File: src/rtl/regfile_pkg.sv
// regfile_pkg: shared widths, writeback source encodings and the register
// one-hot decode used by the writeback arbiter and its scoreboard.
package regfile_pkg;

    localparam int AW       = 4;
    localparam int DW       = 32;
    localparam int NUM_REGS = 16;

    // Source encodings; also the values held by the round-robin pointer.
    localparam logic SRC_ALU = 1'b0;
    localparam logic SRC_LSU = 1'b1;

    // One-hot decode of a register address into a NUM_REGS-wide vector.
    function automatic logic [NUM_REGS-1:0] onehot_dec(input logic [AW-1:0] addr);
        logic [NUM_REGS-1:0] vec;
        vec       = '0;
        vec[addr] = 1'b1;
        return vec;
    endfunction

endpackage

File: src/rtl/regfile_scoreboard.sv
// regfile_scoreboard: per-register pending-write flags. The issue stage sets
// a flag when it dispatches a producer; the writeback path clears it when the
// result is written. A set and a clear of the same register in one cycle
// leave the flag set, because the set belongs to a newer producer. Register 0
// never holds a pending write, so its flag is tied low.
module regfile_scoreboard
    import regfile_pkg::*;
(
    input  logic                clk,
    input  logic                rst,
    input  logic                set_en,
    input  logic [AW-1:0]       set_addr,
    input  logic                clr_en,
    input  logic [AW-1:0]       clr_addr,
    output logic [NUM_REGS-1:0] busy
);

    logic [NUM_REGS-1:0] set_vec;
    logic [NUM_REGS-1:0] clr_vec;
    logic [NUM_REGS-1:0] busy_d;
    logic [NUM_REGS-1:0] busy_q;

    // Decode set and clear requests into per-register strobes.
    always_comb begin
        set_vec = '0;
        clr_vec = '0;
        if (set_en) begin
            set_vec = onehot_dec(set_addr);
        end
        if (clr_en) begin
            clr_vec = onehot_dec(clr_addr);
        end
    end

    // Register 0 is hardwired zero and can never be pending.
    assign busy_d[0] = 1'b0;

    genvar gi;
    generate
        for (gi = 1; gi < NUM_REGS; gi++) begin : g_bit
            // Set has priority over clear on the same register.
            assign busy_d[gi] = set_vec[gi] | (busy_q[gi] & ~clr_vec[gi]);
        end
    endgenerate

    // Scoreboard state register.
    always_ff @(posedge clk or posedge rst) begin
        if (rst) begin
            busy_q <= '0;
        end else begin
            busy_q <= busy_d;
        end
    end

    assign busy = busy_q;

endmodule

File: src/rtl/regfile_wb_arbiter.sv
// regfile_wb_arbiter: shares the register file write port between the ALU
// (src 0) and LSU (src 1) writeback sources using valid/ready handshakes.
// The winning request is registered onto we/writeAddr/writeData one cycle
// after acceptance, and the per-register busy scoreboard is cleared on the
// same edge. Widths come from regfile_pkg.
//
// Build option WB_RR_ARB_EN: when defined, contention is resolved
// round-robin using a 1-bit pointer to the last granted source; when
// undefined, the LSU always wins over the ALU and no pointer exists.
module regfile_wb_arbiter
    import regfile_pkg::*;
(
    input  logic                clk,
    input  logic                rst,
    input  logic                alu_valid,
    output logic                alu_ready,
    input  logic [AW-1:0]       alu_addr,
    input  logic [DW-1:0]       alu_data,
    input  logic                lsu_valid,
    output logic                lsu_ready,
    input  logic [AW-1:0]       lsu_addr,
    input  logic [DW-1:0]       lsu_data,
    input  logic                wb_stall,
    input  logic                sb_set,
    input  logic [AW-1:0]       sb_addr,
    output logic [NUM_REGS-1:0] busy,
    output logic                we,
    output logic [AW-1:0]       writeAddr,
    output logic [DW-1:0]       writeData
);

    logic          alu_win;
    logic          lsu_win;
    logic          accept;
    logic [AW-1:0] acc_addr;
    logic [DW-1:0] acc_data;

    logic          we_d;
    logic          we_q;
    logic [AW-1:0] write_addr_d;
    logic [AW-1:0] write_addr_q;
    logic [DW-1:0] write_data_d;
    logic [DW-1:0] write_data_q;

`ifdef WB_RR_ARB_EN
    logic rr_ptr_d;
    logic rr_ptr_q;

    // Winner select: on contention grant the source that did not win last.
    always_comb begin
        alu_win = 1'b0;
        lsu_win = 1'b0;
        if (alu_valid && lsu_valid) begin
            if (rr_ptr_q == SRC_ALU) begin
                lsu_win = 1'b1;
            end else begin
                alu_win = 1'b1;
            end
        end else begin
            alu_win = alu_valid;
            lsu_win = lsu_valid;
        end
    end

    // Pointer follows the source of each accepted transfer, including r0 writes.
    always_comb begin
        rr_ptr_d = rr_ptr_q;
        if (lsu_ready) begin
            rr_ptr_d = SRC_LSU;
        end else if (alu_ready) begin
            rr_ptr_d = SRC_ALU;
        end
    end

    // Round-robin pointer register; starts at the ALU so the LSU wins first.
    always_ff @(posedge clk or posedge rst) begin
        if (rst) begin
            rr_ptr_q <= SRC_ALU;
        end else begin
            rr_ptr_q <= rr_ptr_d;
        end
    end
`else
    // Winner select: fixed priority, LSU over ALU.
    always_comb begin
        lsu_win = lsu_valid;
        alu_win = alu_valid && !lsu_valid;
    end
`endif

    // Readies depend only on valid, stall and the winner, never on ready.
    assign alu_ready = alu_valid && !wb_stall && alu_win;
    assign lsu_ready = lsu_valid && !wb_stall && lsu_win;

    // Accepted request mux and next-state of the write port registers.
    // A transfer to r0 is consumed but never raises we; the address and data
    // registers only move on a real write so they hold across idle cycles.
    always_comb begin
        accept       = alu_ready || lsu_ready;
        acc_addr     = lsu_ready ? lsu_addr : alu_addr;
        acc_data     = lsu_ready ? lsu_data : alu_data;
        we_d         = accept && (acc_addr != '0);
        write_addr_d = write_addr_q;
        write_data_d = write_data_q;
        if (we_d) begin
            write_addr_d = acc_addr;
            write_data_d = acc_data;
        end
    end

    // Registered write port towards the register file.
    always_ff @(posedge clk or posedge rst) begin
        if (rst) begin
            we_q         <= 1'b0;
            write_addr_q <= '0;
            write_data_q <= '0;
        end else begin
            we_q         <= we_d;
            write_addr_q <= write_addr_d;
            write_data_q <= write_data_d;
        end
    end

    assign we        = we_q;
    assign writeAddr = write_addr_q;
    assign writeData = write_data_q;

    // The clear strobe is the same condition that raises we next edge.
    regfile_scoreboard u_scoreboard (
        .clk      (clk),
        .rst      (rst),
        .set_en   (sb_set),
        .set_addr (sb_addr),
        .clr_en   (we_d),
        .clr_addr (acc_addr),
        .busy     (busy)
    );

endmodule
File: config.mk
export PLATFORM = sky130hd
export DESIGN_NAME = regfile_wb_arbiter
export DESIGN_NICKNAME = d
export VERILOG_FILES = /design/src/rtl/regfile_pkg.sv /design/src/rtl/regfile_scoreboard.sv /design/src/rtl/regfile_wb_arbiter.sv
export SDC_FILE = /design/constraint.sdc
export NUM_CORES = 1
export LEC_CHECK = 0
export ABC_AREA = 1
export BUFFER_PORTS_ARGS = -buffer_cell sky130_fd_sc_hd__buf_2
export CAP_MARGIN = 20
export CORE_MARGIN = 2
export CORE_UTILIZATION = 39
export DETAILED_ROUTE_END_ITERATION = 7
export PLACE_DENSITY = 0.7
export SYNTH_ARGS = -nofsm -noshare
export SYNTH_HDL_FRONTEND = slang
export SYNTH_SLANG_ARGS = --single-unit
File: constraint.sdc
create_clock -name clk -period 2.8 [get_ports clk]
set_clock_uncertainty 0.05 [all_clocks]
set_input_delay 0.28 -clock clk [delete_from_list [all_inputs] [get_ports clk]]
set_output_delay 0.28 -clock clk [all_outputs]
set_load 0.02 [all_outputs]
==> results of run 1 <==
## cell usage in the layout, fill, tap and decap left out, drive strengths merged
cell | netlist | layout
nand2 | 90 | 90
buf | 14 | 138
nor2 | 15 | 15
conb | 1 | 1
o21a | 1 | 1
dfrtp | 52 | 52
nor3b | 1 | 1
nand3b | 3 | 3
o21ai | 45 | 45
mux2i | 32 | 32
dlygate4sd3 | 0 | 1
nand3 | 24 | 24
clkbuf | 1 | 6
inv | 18 | 18
clkinv | 0 | 1
## cells by family after synthesis
| kind of cell | synth area share (%) |
|---|---|
| mux | 11.57 |
| compound gates | 12.74 |
| flops | 47.00 |
| other cells | 0.1354 |
| buf+inv | 7.411 |
| simple gates | 21.15 |
## tightest hold or removal path, cell delays in order
cell,delay (ps)
buf_2,70
mux2i_1,60
o21ai_2,120
## stage by stage
stage	total power, uW	area [sq um]	worst slack, ps	hold slack [ps]	instances
after floorplan	1449	2769	1212	388.4	297
after global placement	1685	3452	989.7	296.2	516
after detailed placement	1701	3452	905.0	300.8	516
after CTS	2111	3540	1223	207.3	524
after global routing	2221	3540	1044	215.7	524
final	2081	3540	1204	218.5	524
## cell type report
cell class / count / area [sq um] / area share, %
Sequential cell: 52 / 1301 / 36.76
Multi-Input combinational cell: 212 / 1262 / 35.67
Timing Repair Buffer: 139 / 708.2 / 20.01
Tap cell: 96 / 120.1 / 3.393
Clock buffer: 6 / 72.57 / 2.050
Inverter: 18 / 70.07 / 1.980
Clock inverter: 1 / 5.005 / 0.1414
## worst min-delay path by stage
stage / slack [ps] / to / cells after the start / start
after floorplan: 390 / u_scoreboard.busy[3]$_DFF_PP0_ / 2 / sb_addr[1]
after global placement: 300 / writeData[13]$_DFFE_PP0P_ / 2 / rst
after global routing: 220 / writeData[4]$_DFFE_PP0P_ / 3 / lsu_data[4]
final: 220 / writeData[2]$_DFFE_PP0P_ / 3 / lsu_data[2]
after CTS: 210 / writeData[29]$_DFFE_PP0P_ / 3 / lsu_data[29]
after detailed placement: 300 / writeData[13]$_DFFE_PP0P_ / 2 / rst
## routing by layer
layer,wire (microns),GRT usage [%],up-vias
met5,0,0,-
met4,113,6.474,0
met3,387,2.612,11
met2,3212,29.12,85
met1,2718,20.25,1067
li1,-,-,1231
## report_power, final
group	switching [uW]	internal (uW)	leakage [uW]
clock network	232	171	0.0000410
registers	75.5	892	0.000626
logic	455	255	0.00134
total	763	1320	0.00200
## state kept, by name, indices dropped and copies added, names as in the netlist
name / flops
writeAddr: 4
writeData: 32
we: 1
u_scoreboard.busy: 15
## synth_stat cells, drive strengths merged
library cell   n  area (sq um)
nand2         90         374.1
dfrtp         52          1301
o21ai         45         345.3
mux2i         32         320.3
nand3         24         120.1
inv           18         70.07
nor2          15         61.31
buf           14         131.4
nand3b         3         22.52
clkbuf         1         3.750
conb           1         3.750
nor3b          1         7.510
o21a           1         7.510
## what timing repair did
item                                   in CTS  in global routing
hold buffers                                1                  0
endpoints found under the hold margin      24                  0
setup endpoints to repair                   0                  0
==> metrics.csv, run 1 <==
stage;metric;value;unit
timing;fin crit share;56.99;%
clock_tree;htree depth;2;
route;1st-iter DRT viols;74;
synthesis;synthesized flop and latch total;52;
worst_setup_path;CP Max Fanout;73;
floorplanning;boundary pin count;137;
worst_setup_path;Bufs and invs on worst path;1;
floorplanning;Starting Density;40.53;%
worst_setup_path;worst path arrival time;1770;ps
synthesis;Synth Warn #;0;
route;DRC;0;
route;Vias;2394;
clock_tree;total clock sinks;52;
global_routing;first-pass GRT wire length;10090;microns
synthesis;Seq/Total Area, Yosys;47.00;%
worst_setup_path;internal reg-to-reg setup slack;2060;ps
pwr;peak supply drop;0.2964;mV
pwr;Pleak;0.002004;uW
status;status;finished, final reports clean;
worst_setup_path;worst setup path start;lsu_valid;
worst_setup_path;critical path capture point;writeData[20]$_DFFE_PP0P_;
timing;Rel. slew slack;64.84;%
worst_setup_path;CP Capture Type;flop;
timing;Slew Limit Fails;0;
route;Final ANT Viol Nets;0;
synthesis;Cells after Synth;297;
worst_setup_path;Worst Reg-to-Reg Cells;2;
clock_tree;TritonCTS clock tree;yes;
synthesis;Post-Syn Nets;379;
global_routing;largest net degree at the start of global routing;74;
worst_setup_path;CP delay by family, top;simple AND/OR/NAND/NOR gates;
final_layout;Layout area overhead;27.84;%
worst_setup_path;crit start category;input port;
worst_setup_path;critical path required time;2970;ps
placed_design;HPWL Detailed;5038;microns
floorplanning;CORE AREA;6832;sq um
final_layout;Nets;510;
route;final wirelength;6432;microns
synthesis;Syn Area/Cell;9.323;sq um
global_routing;total gr overflow;0;
job;Max-Cap Viols;0;
synthesis;Post-Syn Area;2769;sq um
timing;fmax;626.7;MHz
floorplanning;Die Y;88.26;microns
timing;TNS Setup;0;ps
route;DRT Pass-1 Iters;4;
timing;Final Hold Vio Count;0;
final_layout;antenna diode count;0;
route;DR vias/cell;4.569;
route;drt wl/cell;12.27;microns
placed_design;IO Port Bufs;135;
final_layout;Filler Cell Count;690;
final_layout;Final Util;51.81;%
worst_setup_path;Crit Reg-Reg Endpoint;u_scoreboard.busy[3]$_DFF_PP0_;
clock_tree;Clock Path Buffers;2;
worst_setup_path;Max stage delay on crit path;390;ps
floorplanning;Die Area;7790;sq um
clock_tree;Clock Tree Root;clkbuf_8;
clock_tree;Worst-Skew Late Latency;300;ps
timing;Setup violations, final;0;
global_routing;vias in the first global route;2281;
clock_tree;post-CTS sizing;0;
clock_tree;CTS Buf Count;5;
worst_setup_path;most used cell, CP;nand2_1;
worst_setup_path;Worst path depth;9;
worst_setup_path;worst path cell trace;buf_2, nand2_2, nand2_1, nand2_1, nor2_2, nand2_4, nand2_8, nand2_1, o21ai_2;
floorplanning;Die Wd;88.26;microns
worst_setup_path;CP max stage cell;nand2_8;
synthesis;Synth cell types;23;
worst_setup_path;CP Class;in2reg;
timing;clock period minus worst slack;1596;ps
timing;worst slew pin tran;526.7;ps
clock_tree;Post-CTS Setup Inserts;0;
pwr;PD cells;587.8;nW/um^2
global_routing;initial antenna violation count;0;
clock_tree;clock slew at reported path FFs;90;ps
timing;RSZ-0062 raised after global routing;no;
worst_hold_path;HP Class;in2reg;
placed_design;GPL Wtd Cong;0.8851;
worst_setup_path;RR Startpoint;u_scoreboard.busy[3]$_DFF_PP0_;
global_routing;GRT Total Usage;16.51;%
final_layout;layout cell share with drive strength beyond 1;43.69;%
floorplanning;row cnt;30;
(Power assumes the default switching activity.)
==> run 2: changes to the inputs <==
--- a/config.mk
+++ b/config.mk
@@ -5,7 +5,7 @@
 export SDC_FILE = /design/constraint.sdc
 export NUM_CORES = 1
 export LEC_CHECK = 0
-export ABC_AREA = 1
+export ABC_AREA = 0
 export BUFFER_PORTS_ARGS = -buffer_cell sky130_fd_sc_hd__buf_2
 export CAP_MARGIN = 20
 export CORE_MARGIN = 2
==> constraint.sdc (replaced) <==
create_clock -name clk -period 1.5 [get_ports clk]
set_clock_uncertainty 0.05 [all_clocks]
set_input_delay 0.15 -clock clk [delete_from_list [all_inputs] [get_ports clk]]
set_output_delay 0.15 -clock clk [all_outputs]
set_load 0.02 [all_outputs]
==> run 2 against run 1 <==
First-iteration DRC count increased by 30%. Clock power increased by 100%. Critical path type unchanged. Core utilization grew 3.8 points. Largest cell class is now multi-input gates. Wire length up 1.4%. Sequential share of layout area down 2.3 points. Non-clock buffer count is 19 higher.
==> metrics.csv, run 2 <==
stage;metric;value;unit
status;status;finished, final reports clean;
clock_tree;clock slew at reported path FFs;90;ps
synthesis;Syn Area/Cell;13.10;sq um
clock_tree;Worst-Skew Late Latency;300;ps
timing;clock period minus worst slack;1345;ps
worst_hold_path;HP Class;in2reg;
worst_setup_path;crit start category;input port;
worst_setup_path;critical path required time;1640;ps
placed_design;post-place instance area;3676;sq um
pwr;PD cells;1077;nW/um^2
floorplanning;Die Y;87.98;microns
floorplanning;CORE AREA;6794;sq um
timing;Slew Limit Fails;0;
synthesis;Synth top area share;47.32;%
global_routing;met2 Track Usage GR;27.07;%
final_layout;commonest non-fill, non-tap cells in the layout;buf_2 (135), dfrtp_1 (52), mux2_2 (32);
worst_setup_path;critical path capture point;writeData[10]$_DFFE_PP0P_;
pwr;Flop pwr share;44.6;%
synthesis;Most used DFF post-synth;dfrtp_1;
route;Vias;2216;
synthesis;Seq/Total Area, Yosys;47.32;%
synthesis;largest area contributor in the netlist;dfrtp_1;
global_routing;largest net degree at the start of global routing;36;
floorplanning;boundary pin count;137;
synthesis;Commonest cells post-synth;dfrtp_1 (52), mux2_2 (32), mux2_4 (25);
route;DRC;0;
synthesis;ys async rst share;100.0;%
worst_setup_path;Crit Reg-Reg Endpoint;writeData[10]$_DFFE_PP0P_;
floorplanning;row cnt;30;
timing;Final Hold Vio Count;0;
worst_setup_path;worst setup path start;wb_stall;
route;final wirelength;6525;microns
timing;Setup violations, final;0;
synthesis;EDFF count, synth;0;
synthesis;Synth Warn #;0;
synthesis;most frequent cell after synthesis;dfrtp_1;
global_routing;total gr overflow;0;
timing;Final Worst Setup Slack;155.0;ps
placed_design;IO Port Bufs;135;
global_routing;busiest grt layer;met2;
route;DRT Pass-1 Iters;4;
global_routing;GRT Total Usage;16.32;%
worst_setup_path;worst path arrival time;1480;ps
clock_tree;htree depth;2;
synthesis;Area contributors post-synth;dfrtp_1 (47%), mux2_4 (14%), mux2_2 (13%), mux2_1 (3.7%), o31ai_1 (1.9%);
worst_hold_path;Hold Startpoint;alu_data[11];
route;Final ANT Viol Nets;0;
pwr;Pleak;0.001871;uW
placed_design;HPWL Detailed;5098;microns
worst_setup_path;Worst Reg-to-Reg Cells;1;
clock_tree;CTS Buf Count;5;
worst_setup_path;internal reg-to-reg setup slack;670;ps
route;drt wl/cell;14.18;microns
worst_setup_path;RR Startpoint;writeData[10]$_DFFE_PP0P_;
final_layout;layout cell share with drive strength beyond 1;64.01;%
floorplanning;Die Area;7740;sq um
worst_setup_path;CP Class;in2reg;
final_layout;Layout area overhead;37.44;%
final_layout;commonest non-fill, non-tap cell in the layout;buf_2;
global_routing;initial antenna violation count;0;
pwr;Clk pwr share;20.1;%
placed_design;GPL Wtd Cong;0.8038;
global_routing;first-pass GRT wire length;9832;microns
clock_tree;total clock sinks;52;
pwr;P_int;2714;uW
pwr;Logic pwr share;35.3;%
final_layout;Nets;445;
timing;fin crit share;89.66;%
clock_tree;TritonCTS clock tree;yes;
pwr;peak supply drop;0.5198;mV
clock_tree;Clock Tree Root;clkbuf_8;
clock_tree;Clock Path Buffers;2;
worst_setup_path;CP Capture Type;flop;
worst_setup_path;CP Max Fanout;12;
timing;fmax;743.5;MHz
final_layout;Final Util;55.64;%
synthesis;Cells after Synth;210;
global_routing;grt met1 use;21.19;%
synthesis;synthesized flop and latch total;52;
floorplanning;Die Wd;87.98;microns
job;Max-Cap Viols;0;
synthesis;Synth cell types;39;
synthesis;Post-Syn Area;2750;sq um
final_layout;final instance area;3780;sq um
final_layout;Largest register FFs;32;
floorplanning;Starting Density;40.48;%
placed_design;DP Worst Slack;-170.6;ps
timing;RSZ-0062 raised after global routing;no;
synthesis;Post-Syn Nets;292;
pwr;switching power;1357;uW
pwr;switching share of power;33.33;%
route;DR vias/cell;4.817;
route;1st-iter DRT viols;96;
global_routing;vias in the first global route;2073;
global_routing;routing usage on met3;3.582;%
final_layout;antenna diode count;0;
[run 2: cells by family after synthesis]
family	synth area share, %
other	0.1364
AND/OR/NAND/NOR	6.142
AO/OA/AOI/OAI	9.736
flip-flops	47.32
multiplexers	31.67
buffers and inverters	5.004
[run 2: final cells by class]
| cell class | count | area, sq um |
|---|---|---|
| Fill cell | 606 | 3014 |
| Multi-Input combinational cell | 135 | 1348 |
| Tap cell | 96 | 120.1 |
| Inverter | 11 | 41.29 |
| Clock buffer | 7 | 86.33 |
| Sequential cell | 52 | 1301 |
| Clock inverter | 1 | 7.507 |
| Timing Repair Buffer | 158 | 875.8 |
[run 2: critical path: stages]
cell and delay, ps:
buf_2 120, nor4b_2 400, a31oi_4 60, o21ba_2 240, buf_4 200, mux2_1 320
[run 2: worst min path at each step]
stage	end	slack [ps]	cells past startpoint
after floorplan	u_scoreboard.busy[14]$_DFF_PP0_	290	2
after global placement	writeData[27]$_DFFE_PP0P_	110	2
after detailed placement	writeData[27]$_DFFE_PP0P_	100	2
after CTS	writeData[9]$_DFFE_PP0P_	130	3
after global routing	writeData[9]$_DFFE_PP0P_	130	3
final	writeData[11]$_DFFE_PP0P_	140	3
[run 2: what timing repair did]
item	4_1_cts	5_1_grt
hold buffers	1	0
setup buffers	0	0
setup endpoints to repair	0	0
resized for setup	0	0
hold endpoints to repair	17	0
[run 2: power groups by stage]
stage / clock network [uW] / registers (uW) / logic [uW]
global placement: 0 / 1840 / 1410
detailed placement: 0 / 1840 / 1450
CTS: 850 / 1820 / 1450
floorplan: 0 / 2180 / 562
global route: 906 / 1850 / 1540
finish: 818 / 1820 / 1440
[run 2: routing by layer]
layer,vias up,wire [microns]
met5,-,0
met4,0,112
met3,8,458
met2,93,3109
met1,1048,2844
li1,1067,-
[run 2: stage by stage]
| step | total power, uW | hold slack (ps) | cells | TNS (ps) |
|---|---|---|---|---|
| after global placement | 3256 | 111.2 | 451 | -2838 |
| after floorplan | 2744 | 288.9 | 210 | -903.9 |
| final | 4071 | 141.2 | 460 | 0 |
| after CTS | 4121 | 134.0 | 460 | 0 |
| after detailed placement | 3287 | 103.3 | 451 | -4975 |
| after global routing | 4297 | 129.0 | 460 | 0 |
